`src/rtl/apb_pkg.sv`:
```
// Shared APB definitions: FSM state encoding, default bus widths and the
// byte-offset mask used for word-alignment checks.
package apb_pkg;

  localparam int APB_ADDR_WIDTH = 32;
  localparam int APB_DATA_WIDTH = 32;

  localparam logic [1:0] ALIGN_MASK = 2'h3;

  typedef enum logic [1:0] {
    IDLE   = 2'd0,
    ACCESS = 2'd1,
    ERR    = 2'd2
  } apb_state_e;

endpackage

```
`src/rtl/apb_regfile.sv`:
```
// Word register file with byte-strobed synchronous write, asynchronous read
// and synchronous active-high clear.
module apb_regfile #(
  parameter int DATA_WIDTH = 32,
  parameter int NUM_REGS   = 16
) (
  input  logic                        clk,
  input  logic                        rst,
  input  logic                        we,
  input  logic [$clog2(NUM_REGS)-1:0] idx,
  input  logic [DATA_WIDTH-1:0]       wdata,
  input  logic [DATA_WIDTH/8-1:0]     wstrb,
  output logic [DATA_WIDTH-1:0]       rdata
);

  localparam int NB = DATA_WIDTH / 8;

  logic [DATA_WIDTH-1:0] regs_q [NUM_REGS];
  logic [DATA_WIDTH-1:0] regs_d [NUM_REGS];

  always_comb begin
    regs_d = regs_q;
    if (we) begin
      for (int b = 0; b < NB; b++) begin
        if (wstrb[b]) regs_d[idx][8*b +: 8] = wdata[8*b +: 8];
      end
    end
  end

  always_ff @(posedge clk) begin
    if (rst) begin
      for (int i = 0; i < NUM_REGS; i++) regs_q[i] <= '0;
    end else begin
      regs_q <= regs_d;
    end
  end

  assign rdata = regs_q[idx];

endmodule

```
`src/rtl/apb_completer.sv`:
```
// APB4 completer: setup/access FSM with programmable wait states, protocol
// violation detection, address decode errors and a byte-strobed register file.
module apb_completer
  import apb_pkg::*;
#(
  parameter int ADDR_WIDTH  = APB_ADDR_WIDTH,
  parameter int DATA_WIDTH  = APB_DATA_WIDTH,
  parameter int NUM_REGS    = 16,
  parameter int WAIT_STATES = 2
) (
  input  logic                    pclk,
  input  logic                    preset,
  input  logic                    psel,
  input  logic                    penable,
  input  logic                    pwrite,
  input  logic [ADDR_WIDTH-1:0]   paddr,
  input  logic [DATA_WIDTH-1:0]   pwdata,
  input  logic [DATA_WIDTH/8-1:0] pstrb,
  output logic [DATA_WIDTH-1:0]   prdata,
  output logic                    pready,
  output logic                    pslverr
);

  localparam int STRB_W = DATA_WIDTH / 8;
  localparam int IDX_W  = $clog2(NUM_REGS);
  localparam int CNT_W  = (WAIT_STATES > 0) ? $clog2(WAIT_STATES + 1) : 1;

  localparam logic [CNT_W-1:0]      WS_C   = CNT_W'(WAIT_STATES);
  localparam logic [ADDR_WIDTH-3:0] NREG_C = (ADDR_WIDTH-2)'(NUM_REGS);

  apb_state_e            state_q, state_d;
  logic [CNT_W-1:0]      cnt_q, cnt_d;
  logic [ADDR_WIDTH-1:0] addr_q, addr_d;
  logic                  pwrite_q, pwrite_d;
  logic [DATA_WIDTH-1:0] wdata_q, wdata_d;
  logic [STRB_W-1:0]     strb_q, strb_d;

  logic                  rdy;
  logic                  dec_err;
  logic                  viol;
  logic                  we;
  logic [ADDR_WIDTH-3:0] word_idx;
  logic [DATA_WIDTH-1:0] rf_rdata;

  assign word_idx = addr_q[ADDR_WIDTH-1:2];
  assign dec_err  = ((addr_q[1:0] & ALIGN_MASK) != 2'b00) || (word_idx >= NREG_C);
  assign rdy      = (state_q == ACCESS) && (cnt_q == WS_C);
  assign viol     = !psel || !penable || (paddr != addr_q) || (pwrite != pwrite_q);

  always_comb begin
    state_d  = state_q;
    cnt_d    = cnt_q;
    addr_d   = addr_q;
    pwrite_d = pwrite_q;
    wdata_d  = wdata_q;
    strb_d   = strb_q;
    we       = 1'b0;
    case (state_q)
      IDLE: begin
        if (psel && !penable) begin
          addr_d   = paddr;
          pwrite_d = pwrite;
          wdata_d  = pwdata;
          strb_d   = pstrb;
          cnt_d    = '0;
          state_d  = ACCESS;
        end
      end
      ACCESS: begin
        if (!rdy) begin
          if (viol) state_d = ERR;
          else      cnt_d   = cnt_q + 1'b1;
        end else begin
          // A requester that abandons the completion cycle gets no commit,
          // but pready still lasts only one cycle.
          state_d = IDLE;
          we      = psel && penable && pwrite_q && !dec_err;
        end
      end
      ERR:     state_d = IDLE;
      default: state_d = IDLE;
    endcase
  end

  always_ff @(posedge pclk) begin
    if (preset) begin
      state_q  <= IDLE;
      cnt_q    <= '0;
      addr_q   <= '0;
      pwrite_q <= 1'b0;
      wdata_q  <= '0;
      strb_q   <= '0;
    end else begin
      state_q  <= state_d;
      cnt_q    <= cnt_d;
      addr_q   <= addr_d;
      pwrite_q <= pwrite_d;
      wdata_q  <= wdata_d;
      strb_q   <= strb_d;
    end
  end

  apb_regfile #(
    .DATA_WIDTH (DATA_WIDTH),
    .NUM_REGS   (NUM_REGS)
  ) u_regfile (
    .clk   (pclk),
    .rst   (preset),
    .we    (we),
    .idx   (word_idx[IDX_W-1:0]),
    .wdata (wdata_q),
    .wstrb (strb_q),
    .rdata (rf_rdata)
  );

  // Responses depend only on flopped state, never on the live bus inputs.
  assign pready  = rdy || (state_q == ERR);
  assign pslverr = (state_q == ERR) || (rdy && dec_err);
  assign prdata  = (rdy && !pwrite_q && !dec_err) ? rf_rdata : '0;

endmodule

```
`config.mk`:
```
export PLATFORM = sky130hd
export DESIGN_NAME = apb_completer
export DESIGN_NICKNAME = d
export VERILOG_FILES = /design/src/rtl/apb_pkg.sv /design/src/rtl/apb_regfile.sv /design/src/rtl/apb_completer.sv
export SDC_FILE = /design/constraint.sdc
export NUM_CORES = 2
export LEC_CHECK = 0
export ABC_CLOCK_PERIOD_IN_PS = 3000
export CORE_ASPECT_RATIO = 1.5
export CORE_MARGIN = 2
export CORE_UTILIZATION = 25
export CTS_BUF_LIST = sky130_fd_sc_hd__clkbuf_2 sky130_fd_sc_hd__clkbuf_4 sky130_fd_sc_hd__clkbuf_8
export DETAILED_ROUTE_END_ITERATION = 8
export GPL_ROUTABILITY_DRIVEN = 0
export PLACE_DENSITY_LB_ADDON = 0.1
export SLEW_MARGIN = 40
export SYNTH_ARGS = -nofsm -noshare
export SYNTH_HDL_FRONTEND = slang
export SYNTH_HIERARCHICAL = 1
export SYNTH_SLANG_ARGS = --single-unit
```
`constraint.sdc`:
```
create_clock -name pclk -period 3 [get_ports pclk]
set_input_delay 0.9 -clock pclk [delete_from_list [all_inputs] [get_ports pclk]]
set_output_delay 0.9 -clock pclk [all_outputs]
set_load 0.02 [all_outputs]
```
==> results.md <==
* First-pass GRT wire length at 162000 µm
* Hold Slack at 0.473 ns
* Hpwl dp at 60500 µm
* Setup slack after layout at -0.657 ns
* Tightest Pin Transition at 0.860 ns
* Post-Syn Instances at 3132
* Final setup vio count at 33
* CP required at 2.10 ns
* H-tree depth at 3
* Mapped cell area at 26800 µm²
* Clk sink count at 585
* Synth area leaders: dfxtp_1, a21oi_1, mux4_2, nand3_1, o21ai_0
* CP Launch Type: flip-flop
* NetSw at 4.63 mW
* Final slew viol count at 0
* I/O pin total at 107
* Root buffer cell: clkbuf_8
* Die ar. at 110000 µm²
* Worst Skew at 0.0559 ns
* Gr usage total at 19.1%
* Synthesized net count at 3206
* Worst stage delay on the critical path at 0.33 ns
* Share of cells above drive strength 1 at 20.9%
* Power density over cell area at 523 nW/µm²
* Sequential Power Share at 45.2%
* CTS tree: done
* Synth Area per Inst at 8.56 µm²
* TritonRoute pass-1 iters at 5
* DR vias at 25000
* P_leak at 10.7 nW
* Cells after DPL at 4407
* Clk_lat worst skew at 0.80 ns
* Worst VDD drop at 0.299 mV
* Die width at 271 µm
* Iter 0 DRT Violations at 1943
* Tightest Hold Check Type: flip-flop to flip-flop
* Clk slew on worst S/H paths at 0.06 ns
* Pin count of the biggest net entering global routing at 112
* Combinational power share at 7.4%
* Async set or reset register ratio after synthesis at 0%
* Final hold vios at 0
* Critical Path Sink Type: primary output
* Wire length per cell at 23.0 µm
* Outcome: finished with violations
* Sw Ratio at 26.3%
* DRC violations left at 0
* Synth top area share at 43.7%
* CP most frequent cell: buf_6
* CTS Buffer Depth at 3
* Final nets at 3211
* #FFs+latches synth at 585
* Max-cap violations at 0
* Average vias per placed instance at 5.39
* Antenna Violating Nets Remaining at 0
* Failing checks: setup timing
* Unique cell type count in the Yosys netlist at 44
* Initial antenna violation count at 2
* Clk network pwr share at 47.4%
* CTS Buf Count at 104
* Initial core utilization at 25.1%
* Crit path arrival time at 2.76 ns
* Routed wire length at 107000 µm
* Number of global-route vias before repair at 25200
* Non-Filler Instances at 4640
* Hold-fix buffers, CTS at 0
* Critical path type: flip-flop to primary output
* Tmin final at 3.66 ns
* Final instance area at 33600 µm²
* Worst-path cell chain: nor4_2 -> buf_4 -> nand4_1 -> nor4_4 -> buf_6 -> buf_6 -> buf_8 -> buf_12 -> buf_12 -> and2_4 -> buf_6
* Worst slew margin at 42.6%
* Fmax at 273 MHz
* Largest area contributor in the netlist: dfxtp_1
* # rows at 147
* Post-synth EDFFs at 0
* Ys flop type: dfxtp_1
* Core area at 107000 µm²
* Critical path fanouts, max at 5
* Grt total ovfl at 0
* CP max-delay cell: dfxtp_2
* Yosys warns at 6
* Area growth, synth to finish at 25.4%
* Pint at 13.0 mW
* Post-synthesis sequential area ratio at 43.7%
* Fin crit share at 122%
* Port Buffers at 106
* Placed cell area at 30400 µm²
* RSZ-0062 raised after global routing: true
* Die height at 405 µm
==> area by class of cell <==
| cell class | instances | area, µm² |
|---|---|---|
| inverters | 1 | 3.75 |
| diodes | 1 | 2.50 |
| multi-input cells | 2120 | 13600 |
| clock buffers | 169 | 2130 |
| clock inverters | 24 | 210 |
| fillers | 11200 | 73100 |
| flip-flops and latches | 585 | 11700 |
| well taps | 1415 | 1770 |
| repair buffers | 325 | 4180 |
==> cell usage in the layout, fill, tap and decap left out, types with 6 or more instances in the layout <==
master,n
buf_4,99
a22oi_1,39
mux4_2,128
dfxtp_1,580
clkinv_2,16
and4b_1,8
nand2_1,165
and2_4,29
o21ai_1,123
a22oi_2,25
clkbuf_8,137
nor4_1,9
nand2_2,7
clkbuf_4,32
clkdlybuf4s50_1,71
nor3_1,6
xor2_1,30
buf_12,101
nand4_1,7
o21ai_0,389
a21oi_1,581
nand4b_1,7
nand3_1,515
buf_6,46
==> routing by layer <==
metal / track usage [%] / vias up / routed length [µm]
li1: - / 11400 / -
met1: 23.9 / 12500 / 44400
met2: 33.1 / 923 / 53500
met3: 2.88 / 195 / 6140
met4: 7.00 / 2 / 2850
met5: 0 / - / 13
==> power by group through the flow <==
| stage | logic (mW) | registers (mW) | clock network, mW |
|---|---|---|---|
| 2_1_floorplan | 0.638 | 8.01 | 0 |
| 3_3_place_gp | 1.21 | 8.12 | 0 |
| 6_report | 1.30 | 7.96 | 8.34 |
| 4_1_cts | 1.31 | 7.95 | 8.65 |
| 3_5_place_dp | 1.22 | 8.13 | 0 |
| 5_1_grt | 1.37 | 7.96 | 8.94 |
==> synthesized netlist by cell type, types with 4 or more instances <==
master / count
dfxtp_1: 585
a21oi_1: 581
nand3_1: 515
o21ai_0: 390
clkbuf_1: 253
nand2_1: 173
buf_2: 138
mux4_2: 128
o21ai_1: 123
a22oi_1: 64
and2_1: 34
xor2_1: 30
nor4_1: 14
buf_1: 13
buf_6: 10
buf_4: 9
and4b_1: 8
nand4_1: 7
nand4b_1: 7
nor3_1: 6
and4_1: 4
nand4bb_1: 4
nor2b_1: 4
==> timing repair <==
action                                  in CTS  in global routing
gates resized for setup                    296                 16
setup buffers                               36                  3
endpoints found under the setup margin      34                 33
pin swaps                                   41                 14
cloned                                       6                  0
==> metrics by stage <==
| step | total power, mW | worst slack [ns] | util (%) | setup TNS [ns] |
|---|---|---|---|---|
| after CTS | 17.9 | -0.770 | 31.5 | -23.65 |
| final | 17.6 | -0.657 | 31.5 | -19.32 |
| after global placement | 9.34 | -0.372 | 28.5 | -11.70 |
| after global routing | 18.3 | -0.829 | 31.5 | -24.79 |
| after floorplan | 8.65 | 0.367 | - | 0 |
| after detailed placement | 9.34 | -0.370 | 28.5 | -12.67 |
==> path summary, 6_finish.rpt <==
| kind | start | endpoint | slack [ns] | depth (start not counted) |
|---|---|---|---|---|
| worst max-delay path | addr_q[13] | prdata[23] | -0.66 | 11 |
| worst min-delay path | u_regfile/regs_q[384] | u_regfile/regs_q[384] | 0.47 | 2 |
| worst min register to register | u_regfile/regs_q[384] | u_regfile/regs_q[384] | 0.47 | 2 |
| worst max register to register | addr_q[5] | cnt_q[1] | 0.29 | 7 |
==> worst max-delay path, delay by kind of cell (launching register included) <==
kind	cells	cell delay [ns]
simple gates	4	0.83
buf+inv	7	0.82
flops	1	0.33
==> kinds of logic (layout without fill, tap and decap cells) <==
| group | Yosys count | count (layout) | synth area share, % |
|---|---|---|---|
| AO/OA/AOI/OAI | 1159 | 1159 | 22.3 |
| XOR/XNOR | 33 | 33 | 1.08 |
| buffers and inverters | 427 | 519 | 7.04 |
| adder cells (fa/ha/maj) | 1 | 1 | 0.0467 |
| AND/OR/NAND/NOR | 797 | 797 | 15.1 |
| other | 0 | 1 | 0 |
| flip-flops | 585 | 585 | 43.7 |
| multiplexers | 130 | 130 | 10.8 |
==> flip-flops by register name (all words and copies together), names as in the netlist <==
name	count
u_regfile/regs_q	512
addr_q	32
wdata_q	32
strb_q	4
cnt_q	2
state_q	2
pwrite_q	1
Power figures use the tool's default switching activity.
